[src/rtl/led_pkg.sv]
// Shared LED-strip definitions: transmitter state encoding and default one-wire timing.
// Also used by the frame writer.
package led_pkg;

  typedef enum logic [2:0] {
    IDLE,
    FETCH,
    BIT_HI,
    BIT_LO,
    LATCH
  } led_state_t;

  localparam int DEF_FRAME_WORDS  = 35;
  localparam int DEF_T0H          = 2;
  localparam int DEF_T0L          = 6;
  localparam int DEF_T1H          = 5;
  localparam int DEF_T1L          = 3;
  localparam int DEF_RESET_CYC    = 400;
  localparam int DEF_UNDERRUN_CYC = 200;

  function automatic int max2(input int a, input int b);
    return (a > b) ? a : b;
  endfunction

endpackage

[src/rtl/led_bit_timer.sv]
// Interval timer: load a cycle count, count down, and raise done during the last cycle.
// A load on the done cycle starts the next interval back-to-back.
module led_bit_timer #(
  parameter int W = 9
) (
  input  logic         clk_slow,
  input  logic         rstn,
  input  logic         load,
  input  logic [W-1:0] cycles,
  output logic         done
);

  logic [W-1:0] count_reg;
  logic         running_reg;

  always_ff @(posedge clk_slow) begin
    if (!rstn) begin
      count_reg   <= '0;
      running_reg <= 1'b0;
    end else if (load) begin
      count_reg   <= cycles - W'(1);
      running_reg <= 1'b1;
    end else if (running_reg) begin
      if (count_reg == '0) begin
        running_reg <= 1'b0;
      end else begin
        count_reg <= count_reg - W'(1);
      end
    end
  end

  assign done = running_reg && (count_reg == '0);

endmodule

[src/rtl/led_frame_tx.sv]
// One-wire LED frame transmitter: pulls 12-bit words from a first-word-fall-through FIFO,
// sends them MSB first as pulse-width-coded bits, then holds the line low to latch.
module led_frame_tx
  import led_pkg::*;
#(
  parameter int FRAME_WORDS  = DEF_FRAME_WORDS,
  parameter int T0H          = DEF_T0H,
  parameter int T0L          = DEF_T0L,
  parameter int T1H          = DEF_T1H,
  parameter int T1L          = DEF_T1L,
  parameter int RESET_CYC    = DEF_RESET_CYC,
  parameter int UNDERRUN_CYC = DEF_UNDERRUN_CYC
) (
  input  logic        clk_slow,
  input  logic        rstn,
  input  logic        send_start,
  input  logic        valid,
  input  logic [11:0] dout,
  input  logic        empty_flag,
  output logic        re,
  output logic        led_out,
  output logic        busy,
  output logic        frame_done,
  output logic        underrun
);

  localparam int TW = $clog2(max2(max2(RESET_CYC, UNDERRUN_CYC),
                                  max2(max2(T0H, T0L), max2(T1H, T1L))) + 1);
  localparam int WW = $clog2(FRAME_WORDS + 1);

  led_state_t    state_reg;
  logic          start_prev_reg;
  logic          start_armed_reg;
  logic [WW-1:0] word_cnt_reg;
  logic [3:0]    bit_cnt_reg;
  logic [11:0]   shift_reg;
  logic [TW-1:0] wait_cnt_reg;

  logic          tmr_load;
  logic [TW-1:0] tmr_cycles;
  logic          tmr_done;
  logic          start_edge;
  logic          last_word;
  logic          underrun_hit;
  logic          unused_status;

  // empty_flag is status only; valid alone governs every FIFO decision.
  assign unused_status = empty_flag;

  // A level held high through reset must fall once before it can start a frame.
  assign start_edge   = send_start && !start_prev_reg && start_armed_reg;
  assign last_word    = (word_cnt_reg == WW'(1));
  assign underrun_hit = (wait_cnt_reg == TW'(UNDERRUN_CYC - 1));
  assign re           = rstn && (state_reg == FETCH) && valid;

  always_comb begin
    tmr_load   = 1'b0;
    tmr_cycles = '0;
    case (state_reg)
      FETCH: begin
        if (valid) begin
          tmr_load   = 1'b1;
          tmr_cycles = dout[11] ? TW'(T1H) : TW'(T0H);
        end else if (underrun_hit) begin
          tmr_load   = 1'b1;
          tmr_cycles = TW'(RESET_CYC);
        end
      end
      BIT_HI: begin
        if (tmr_done) begin
          tmr_load   = 1'b1;
          tmr_cycles = shift_reg[11] ? TW'(T1L) : TW'(T0L);
        end
      end
      BIT_LO: begin
        if (tmr_done) begin
          if (bit_cnt_reg != 4'd0) begin
            tmr_load   = 1'b1;
            tmr_cycles = shift_reg[10] ? TW'(T1H) : TW'(T0H);
          end else if (last_word) begin
            tmr_load   = 1'b1;
            tmr_cycles = TW'(RESET_CYC);
          end
        end
      end
      default: ;
    endcase
  end

  led_bit_timer #(.W(TW)) bit_timer (
    .clk_slow (clk_slow),
    .rstn     (rstn),
    .load     (tmr_load),
    .cycles   (tmr_cycles),
    .done     (tmr_done)
  );

  always_ff @(posedge clk_slow) begin
    if (!rstn) begin
      state_reg       <= IDLE;
      start_prev_reg  <= 1'b0;
      start_armed_reg <= 1'b0;
      word_cnt_reg    <= '0;
      bit_cnt_reg     <= '0;
      shift_reg       <= '0;
      wait_cnt_reg    <= '0;
      led_out         <= 1'b0;
      busy            <= 1'b0;
      frame_done      <= 1'b0;
      underrun        <= 1'b0;
    end else begin
      start_prev_reg <= send_start;
      if (!send_start) begin
        start_armed_reg <= 1'b1;
      end
      frame_done <= 1'b0;
      case (state_reg)
        IDLE: begin
          if (start_edge) begin
            state_reg    <= FETCH;
            word_cnt_reg <= WW'(FRAME_WORDS);
            wait_cnt_reg <= '0;
            underrun     <= 1'b0;
            busy         <= 1'b1;
          end
        end
        FETCH: begin
          if (valid) begin
            shift_reg    <= dout;
            bit_cnt_reg  <= 4'd11;
            wait_cnt_reg <= '0;
            led_out      <= 1'b1;
            state_reg    <= BIT_HI;
          end else if (underrun_hit) begin
            wait_cnt_reg <= '0;
            underrun     <= 1'b1;
            state_reg    <= LATCH;
          end else begin
            wait_cnt_reg <= wait_cnt_reg + TW'(1);
          end
        end
        BIT_HI: begin
          if (tmr_done) begin
            led_out   <= 1'b0;
            state_reg <= BIT_LO;
          end
        end
        BIT_LO: begin
          if (tmr_done) begin
            shift_reg <= {shift_reg[10:0], 1'b0};
            if (bit_cnt_reg != 4'd0) begin
              bit_cnt_reg <= bit_cnt_reg - 4'd1;
              led_out     <= 1'b1;
              state_reg   <= BIT_HI;
            end else begin
              word_cnt_reg <= word_cnt_reg - WW'(1);
              state_reg    <= last_word ? LATCH : FETCH;
            end
          end
        end
        LATCH: begin
          if (tmr_done) begin
            frame_done <= 1'b1;
            busy       <= 1'b0;
            state_reg  <= IDLE;
          end
        end
        default: state_reg <= IDLE;
      endcase
    end
  end

endmodule

[config.mk]
export PLATFORM = sky130hd
export DESIGN_NAME = led_frame_tx
export DESIGN_NICKNAME = d
export VERILOG_FILES = /design/src/rtl/led_pkg.sv /design/src/rtl/led_bit_timer.sv /design/src/rtl/led_frame_tx.sv
export SDC_FILE = /design/constraint.sdc
export NUM_CORES = 1
export LEC_CHECK = 0
export ABC_AREA = 1
export CAP_MARGIN = 20
export CORE_MARGIN = 4
export CORE_UTILIZATION = 55
export CTS_CLUSTER_SIZE = 20
export DETAILED_ROUTE_END_ITERATION = 8
export PLACE_DENSITY = 0.76
export SLEW_MARGIN = 10
export SYNTH_ARGS = -nofsm -noshare
export SYNTH_HDL_FRONTEND = slang
export SYNTH_SLANG_ARGS = --single-unit
[constraint.sdc]
create_clock -name clk_slow -period 3.1 [get_ports clk_slow]
set_input_delay 0.62 -clock clk_slow [delete_from_list [all_inputs] [get_ports clk_slow]]
set_output_delay 0.62 -clock clk_slow [all_outputs]
set_load 0.01 [all_outputs]
==> run summary, run 1 <==
period utilisation layout: 0.8772
Final Skew: 0.006335 ns
worst hold stages: 2
CP Class: in2out
leading area contributor after synthesis: dfxtp_1
max-slew violations: 0
1st-iter DRT viols: 171
wire length of the first global-routing pass: 10.21 mm
fin area: 3080 um2
CTS Hold Bufs: 0
critical path peak fanout: 4
number of max-cap violations: 0
PostCTS Resize Cnt: 0
status: complete, no violations
Reg-to-Reg Start: bit_cnt_reg[0]
CTS tree: yes
Pre-antenna DRT Iters: 4
htree depth: 2
Final min period: 2.719 ns
Hold Crit Start: busy
Placement Rows: 25
WP data arrival: 2.10 ns
leakage: 1.359 nW
GPL Wtd Cong: 0.9263
worst r2r path cells: 19
library cells used by synthesis: 36
Clock Root Buffer: clkbuf_8
clock buffer depth: 2
Post-synth EDFFs: 0
CTS Sinks: 50
Synth warnings: 0
CTS Buf Count: 5
Setup TNS Final: 0 ns
largest net degree at the start of global routing: 28
register-to-register setup slack: 0.62 ns
# DRC: 0
layout net count: 443
vias in the first global route: 2342
Worst-path clk slew: 0.09 ns
fmax: 367.7 MHz
Hold EP: busy
Post-Syn Nets: 421
top cells by count, synth: nand2_1, nor2_1, dfxtp_1
DRT Wirelength: 5.774 mm
Syn Area/Cell: 6.772 um2
WP data required: 2.48 ns
RSZ-0062 raised after global routing: no
Worst Tran Pin Value: 0.5467 ns
Final Setup Violations: 0
fraction of registers with async set/reset: 0
reg-to-reg endpoint: bit_timer.count_reg[8]
final core occ: 0.6522
via count: 2518
I/O Buffers: 20
Synth Flop Type: dfxtp_1
dpl cells: 480
max reg flops: 12
Area Overhead vs Synth: 14.30%
top cell type's share of synthesized area: 0.3714
synthesized cell area: 2695 um2
Power Density: 914.1 nW/um2
clk_lat worst skew: 0.30 ns
WL per Instance: 11.86 um
share of layout cells above drive strength 1: 0.1190
Avg Vias per Cell: 5.170
Worst Hold Class: reg2reg
# IOs: 22
Post-CTS Setup Bufs: 0
GRT Util Overall: 0.2049
Die Width: 78 um
DP HPWL: 4.219 mm
DP Area: 2968 um2
register area share after synthesis: 0.3714
Hold Fails Final Rpt: 0
nature of the critical path startpoint: primary input
Area contributors post-synth: dfxtp_1, nand2_1, nor2_1
die height: 78 um
core area: 4723 um2
worst rel slew slack: 0.6342
fin cells: 487
Synth Instances: 398
initial antenna violation count: 0
Initial Utilization: 0.5706
gr ovfl total: 0
post-route ant nets: 0
top-count cell post-synth: nand2_1
#FFs+latches synth: 50
IR drop worst, VDD: 386.4 uV
crit end category: primary output
Antenna Cells: 0
die area: 6084 um2
metrics by stage:
step / hold WS (ns) / setup WS [ns] / power, mW
2_1_floorplan: 0.4313 / 0.9367 / 2.047
3_3_place_gp: 0.4440 / 0.3656 / 2.291
3_5_place_dp: 0.4562 / 0.3686 / 2.321
4_1_cts: 0.4705 / 0.3651 / 2.815
5_1_grt: 0.4934 / 0.2281 / 3.072
6_report: 0.4705 / 0.3807 / 2.816
logic make-up after synthesis:
logic type               after synthesis  synth area share
AND/OR/NAND/NOR                      196            0.3347
flip-flops                            50            0.3714
AO/OA/AOI/OAI                         80            0.1713
adder cells (fa/ha/maj)                6           0.02785
buffers and inverters                 66           0.09471
report_power, final:
part           total (mW)  switching, mW  internal [mW]
registers           0.955          0.137          0.818
logic                1.39          0.914          0.472
clock network       0.474          0.216          0.259
total                2.82           1.27           1.55
final cells by class:
class / instances / area, um2
multi-input cells: 282 / 1439
fillers: 423 / 1643
clock buffers: 6 / 82.58
inverters: 57 / 214.0
flip-flops and latches: 50 / 1001
well taps: 67 / 83.83
repair buffers: 24 / 230.2
clock inverters: 1 / 30.03
worst max path at each step:
stage                     endpoint   from  depth (start not counted)
final                           re  valid                          6
after detailed placement        re  valid                          6
after CTS                       re  valid                          6
after floorplan                 re   rstn                          4
after global routing            re  valid                          6
after global placement          re  valid                          6
worst max-delay path, stage by stage:
cell	delay [ns]
clkdlybuf4s50_1	0.49
inv_1	0.08
nor2_1	0.15
inv_1	0.10
nor2_1	0.12
clkdlybuf4s50_1	0.55
per-layer routing:
metal | GRT usage | part of all wire | up-vias | wire length (um)
met3 | 0.04176 | 0.043 | 7 | 251
met4 | 0.06818 | 0.015 | 0 | 86
met5 | 0 | 0 | - | 0
met2 | 0.3365 | 0.44 | 59 | 2561
met1 | 0.2678 | 0.50 | 1114 | 2875
li1 | - | - | 1338 | -
cells in the final DEF (no fill, tap or decap), drive strengths merged, types with 2 or more instances in the layout:
cell type / netlist / final
a221oi: 4 / 4
a21oi: 26 / 26
o21a: 2 / 2
nand3: 21 / 21
ha: 6 / 6
inv: 56 / 56
clkdlybuf4s50: 0 / 20
buf: 4 / 4
o21ai: 25 / 25
dfxtp: 50 / 50
nor3: 6 / 6
or2: 3 / 3
clkbuf: 5 / 6
nor2: 59 / 59
nand2: 99 / 99
a31oi: 17 / 17
nand4: 6 / 6
o22ai: 3 / 3
(Power assumes the default switching activity.)
==> run 2, diff against run 1 <==
==> constraint.sdc (replaced) <==
create_clock -name clk_slow -period 3.1 [get_ports clk_slow]
set_input_delay 0.465 -clock clk_slow [delete_from_list [all_inputs] [get_ports clk_slow]]
set_output_delay 0.465 -clock clk_slow [all_outputs]
set_load 0.01 [all_outputs]
==> run summary, run 2 (synthesis results as in run 1) <==
status: complete, no violations
Final Skew: 0.009519 ns (+0.003184 ns)
share of layout cells above drive strength 1: 0.1190 (unchanged)
Final min period: 2.583 ns (-0.1365 ns)
CP Cell Sequence: clkdlybuf4s50_1 -> inv_1 -> nor2_1 -> inv_1 -> nor2_1 -> clkdlybuf4s50_1
Setup TNS Final: 0 ns (unchanged)
# DRC: 0 (unchanged)
wire length of the first global-routing pass: 10.18 mm (-0.21%)
CTS Hold Bufs: 0 (unchanged)
# IOs: 22 (unchanged)
period utilisation layout: 0.8332 (-0.04405)
htree depth: 2 (unchanged)
largest net degree at the start of global routing: 28 (unchanged)
die height: 78 um (unchanged)
gr ovfl total: 0 (unchanged)
max-slew violations: 0 (unchanged)
critical path peak fanout: 4 (unchanged)
layout net count: 442 (-0.23%)
CTS Buf Count: 5 (unchanged)
number of fill cells: 435 (+2.8%)
Post-CTS Setup Bufs: 0 (unchanged)
PostCTS Resize Cnt: 0 (unchanged)
clock buffer depth: 2 (unchanged)
worst rel slew slack: 0.6140 (-0.02014)
Die Width: 78 um (unchanged)
GRT Util Overall: 0.2040 (-0.0008799)
Hold Fails Final Rpt: 0 (unchanged)
Worst Tran Pin Value: 0.5768 ns (+0.03009 ns)
CTS Sinks: 50 (unchanged)
Placement Rows: 25 (unchanged)
Worst-path clk slew: 0.10 ns (about the same)
die area: 6084 um2 (unchanged)
WP data arrival: 2.12 ns (+0.02 ns)
Sw Share: 0.4518 (+0.001716)
nature of the critical path startpoint: primary input
WL per Instance: 11.63 um (-1.9%)
post-route ant nets: 0 (unchanged)
Worst Hold Class: reg2reg
leakage: 1.355 nW (-0.29%)
Reg power frac: 0.342 (+0.003)
area taken by multi-input logic gates: 1439 um2 (unchanged)
Antenna Cells: 0 (unchanged)
Avg Vias per Cell: 5.218 (+0.91%)
DP HPWL: 4.219 mm (about the same)
clock network fraction of total power: 0.170 (about the same)
Pint: 1.530 mW (-1.2%)
commonest non-fill, non-tap cell in the layout: nand2_1
max reg flops: 12 (unchanged)
final core occ: 0.6514 (-0.0007940)
Max stage delay cell, worst path: clkdlybuf4s50_1
core area: 4723 um2 (unchanged)
RSZ-0062 raised after global routing: no
Area Overhead vs Synth: 14.16%
Final Setup Violations: 0 (unchanged)
Reg area: 1001 um2 (unchanged)
initial antenna violation count: 0 (unchanged)
clk_lat worst skew: 0.31 ns (about the same)
number of max-cap violations: 0 (unchanged)
total net switching power: 1.261 mW (-0.51%)
CP Class: in2out
via count: 2541 (+0.91%)
1st-iter DRT viols: 123 (-28%)
Comb pwr share: 0.488 (-0.004)
fmax: 387.2 MHz (+5.3%)
GPL Wtd Cong: 0.9172 (-0.98%)
I/O Buffers: 20 (unchanged)
Clock Root Buffer: clkbuf_8
IR drop worst, VDD: 505.3 uV (+31%)
WP data required: 2.63 ns (+0.15 ns)
vias in the first global route: 2386 (+1.9%)
CTS tree: yes
Pre-antenna DRT Iters: 4 (unchanged)
Tot Pwr: 2.791 mW (-0.89%)
DRT Wirelength: 5.662 mm (-1.9%)
Power Density: 907.1 nW/um2 (-0.77%)
Initial Utilization: 0.5706 (unchanged)
crit end category: primary output
critical path's largest stage delay: 0.55 ns (about the same)
most frequent cells in the layout: nand2_1, nor2_1, dfxtp_1, inv_1
[run 2: layer usage]
layer / global-route usage / vias to the layer above / routed length (um) / part of all wire
met3: 0.03944 / 7 / 224 / 0.040
met4: 0.07692 / 0 / 74 / 0.013
met1: 0.2586 / 1142 / 2807 / 0.50
li1: - / 1342 / - / -
met2: 0.3416 / 50 / 2556 / 0.45
met5: 0 / - / 0 / 0
[run 2: area by class of cell]
| cell class | count | area share |
|---|---|---|
| inverters | 57 | 0.06954 |
| flip-flops and latches | 50 | 0.3253 |
| clock inverters | 3 | 0.01545 |
| well taps | 67 | 0.02725 |
| multi-input cells | 282 | 0.4677 |
| repair buffers | 23 | 0.07239 |
| clock buffers | 5 | 0.02237 |
[run 2: per-stage QoR]
stage	std cells	worst slack, ns	hold WS (ns)	instance area (um2)
after floorplan	398	0.9573	0.4313	2695
after global placement	479	0.5347	0.4452	2960
after detailed placement	479	0.5113	0.4530	2960
after CTS	487	0.5096	0.4703	3077
after global routing	487	0.3904	0.5070	3077
final	487	0.5172	0.4647	3077
[run 2: power groups by stage]
stage / sequential, mW / clock (mW) / combinational, mW
2_1_floorplan: 0.923 / 0 / 1.12
3_3_place_gp: 0.960 / 0 / 1.32
3_5_place_dp: 0.961 / 0 / 1.36
4_1_cts: 0.951 / 0.492 / 1.36
5_1_grt: 0.980 / 0.516 / 1.56
6_report: 0.953 / 0.475 / 1.36
[run 2: final timing paths]
kind,from,endpoint,slack (ns),depth (start not counted)
min,busy,busy,0.46,2
min reg2reg,busy,busy,0.46,2
max reg2reg,bit_cnt_reg[0],bit_timer.count_reg[8],0.63,19
max,valid,re,0.52,6
[run 2: worst max-delay path, delay by kind of cell]
| kind | cells | cell delay [ns] |
|---|---|---|
| buf+inv | 4 | 1.26 |
| simple gates | 2 | 0.39 |
==> run 3, diff against run 2 <==
Settings changed: CORE_UTILIZATION 55 to 52, PLACE_DENSITY 0.76 to 0.75.
Clock period 3.1 ns to 2.3 ns, I/O delays scaled along.
==> run summary, run 3 (synthesis results as in run 1) <==
vias in the first global route: 2509 (+5.2%)
final core occ: 0.6751 (+0.02374)
Hold Crit Start: bit_cnt_reg[0]
Pre-antenna DRT Iters: 5 (+1)
1st-iter DRT viols: 190 (+54%)
register-to-register setup slack: 0.17 ns (-0.46 ns)
Placement Rows: 25 (unchanged)
critical path peak fanout: 4 (unchanged)
leakage: 1.448 nW (+6.8%)
CP Class: in2out
WP data arrival: 1.83 ns (-0.29 ns)
core area: 4880 um2 (+3.3%)
Hold Fails Final Rpt: 0 (unchanged)
Tot Pwr: 4.047 mW (+45%)
Final Skew: 0.009884 ns (+0.0003651 ns)
CTS Sinks: 50 (unchanged)
CTS Hold Bufs: 0 (unchanged)
layout net count: 462 (+4.5%)
CTS Buf Count: 5 (unchanged)
DRT Wirelength: 6.171 mm (+9.0%)
Reg power frac: 0.323 (-0.019)
max-slew violations: 0 (unchanged)
die height: 79.99 um (+2.6%)
share of layout cells above drive strength 1: 0.1977 (+0.07868)
reg-to-reg endpoint: bit_timer.count_reg[8]
initial antenna violation count: 0 (unchanged)
worst hold stages: 1 (-1)
via count: 2654 (+4.4%)
Clock Root Buffer: clkbuf_8
commonest non-fill, non-tap cell in the layout: nand2_1
WP data required: 1.96 ns (-0.67 ns)
post-route ant nets: 0 (unchanged)
GRT Util Overall: 0.2102 (+0.006161)
Area Overhead vs Synth: 22.24%
Final Setup Violations: 0 (unchanged)
clock buffer depth: 2 (unchanged)
clock network fraction of total power: 0.154 (-0.016)
period utilisation layout: 0.9474
Worst Tran Pin Value: 0.4193 ns (-0.1575 ns)
most frequent cells in the layout: nand2_1, nor2_1, dfxtp_1, inv_1
CTS tree: yes
gr ovfl total: 0 (unchanged)
Worst Hold Class: reg2reg
Pint: 2.230 mW (+46%)
largest net degree at the start of global routing: 28 (unchanged)
status: complete, no violations
Hold EP: bit_cnt_reg[0]
IR drop worst, VDD: 697.9 uV (+38%)
total net switching power: 1.816 mW (+44%)
Initial Utilization: 0.5523 (-0.01829)
nature of the critical path startpoint: primary input
GPL Wtd Cong: 0.9582 (+4.5%)
Reg-to-Reg Start: wait_cnt_reg[1]
max reg flops: 12 (unchanged)
wire length of the first global-routing pass: 10.72 mm (+5.3%)
htree depth: 2 (unchanged)
# IOs: 22 (unchanged)
I/O Buffers: 20 (unchanged)
Avg Vias per Cell: 5.235 (+0.33%)
die area: 6398 um2 (+5.2%)
DP HPWL: 4.560 mm (+8.1%)
Final min period: 2.179 ns
# DRC: 0 (unchanged)
crit end category: primary output
Antenna Cells: 0 (unchanged)
clk_lat worst skew: 0.31 ns (about the same)
Worst-path clk slew: 0.09 ns (about the same)
number of max-cap violations: 0 (unchanged)
Sw Share: 0.4488 (-0.002962)
WL per Instance: 12.17 um (+4.7%)
Power Density: 1228 nW/um2 (+35%)
fmax: 458.9 MHz
worst rel slew slack: 0.7169 (+0.1029)
Die Width: 79.99 um (+2.6%)
Comb pwr share: 0.522 (+0.034)
worst r2r path cells: 21 (+2)
==> run 3: how the worst max path moves through the flow <==
| stage | from | to | slack, ns | cells past startpoint |
|---|---|---|---|---|
| finish | valid | re | 0.12 | 6 |
| global route | wait_cnt_reg[1] | bit_timer.count_reg[8] | -0.02 | 22 |
| CTS | bit_cnt_reg[0] | bit_timer.count_reg[8] | 0.02 | 19 |
| detailed placement | valid | bit_timer.count_reg[8] | -0.07 | 19 |
| global placement | valid | bit_timer.count_reg[8] | -0.01 | 19 |
| floorplan | bit_cnt_reg[0] | bit_timer.count_reg[8] | 0.16 | 19 |
==> run 3: metal layers <==
metal / part of all wire / GRT usage / up-vias
li1: - / - / 1374
met1: 0.49 / 0.2759 / 1197
met2: 0.45 / 0.3369 / 71
met3: 0.048 / 0.03725 / 12
met4: 0.018 / 0.08953 / 0
met5: 0 / 0 / -
==> run 3: repair_timing <==
| item | CTS | global route |
|---|---|---|
| endpoints found under the setup margin | 2 | 6 |
| setup buffers | 0 | 4 |
| pin swaps | 0 | 8 |
| gates resized for setup | 3 | 23 |
==> run 3: metrics by stage <==
step / instances / setup TNS [ns] / setup WS, ns / cell area [um2] / hold WS, ns
after floorplan: 398 / 0 / 0.1573 / 2695 / 0.4313
after global placement: 495 / -0.01192 / -0.01192 / 3080 / 0.4448
after detailed placement: 495 / -0.1631 / -0.07455 / 3080 / 0.4485
after CTS: 503 / 0 / 0.02186 / 3196 / 0.4622
after global routing: 507 / -0.01861 / -0.01861 / 3294 / 0.4825
final: 507 / 0 / 0.1209 / 3294 / 0.4465
==> run 3: area by class of cell <==
| class | count | area (um2) |
|---|---|---|
| clock inverters | 1 | 30.03 |
| clock buffers | 7 | 76.32 |
| repair buffers | 43 | 372.9 |
| well taps | 67 | 83.83 |
| inverters | 57 | 214.0 |
| multi-input cells | 282 | 1505 |
| fillers | 444 | 1585 |
| flip-flops and latches | 50 | 1012 |
==> run 3: worst max-delay path, cell delays in order <==
cell and delay [ns]:
clkdlybuf4s50_1 0.50, inv_1 0.10, nor2_4 0.16, inv_1 0.07
nor2_1 0.11, clkdlybuf4s50_1 0.55
==> run 3: power by group through the flow <==
stage / Clock, mW / Combinational (mW) / Sequential (mW)
after floorplan: 0 / 1.51 / 1.24
after global placement: 0 / 1.90 / 1.29
after detailed placement: 0 / 1.94 / 1.30
after CTS: 0.633 / 1.98 / 1.28
after global routing: 0.670 / 2.39 / 1.35
final: 0.625 / 2.11 / 1.31
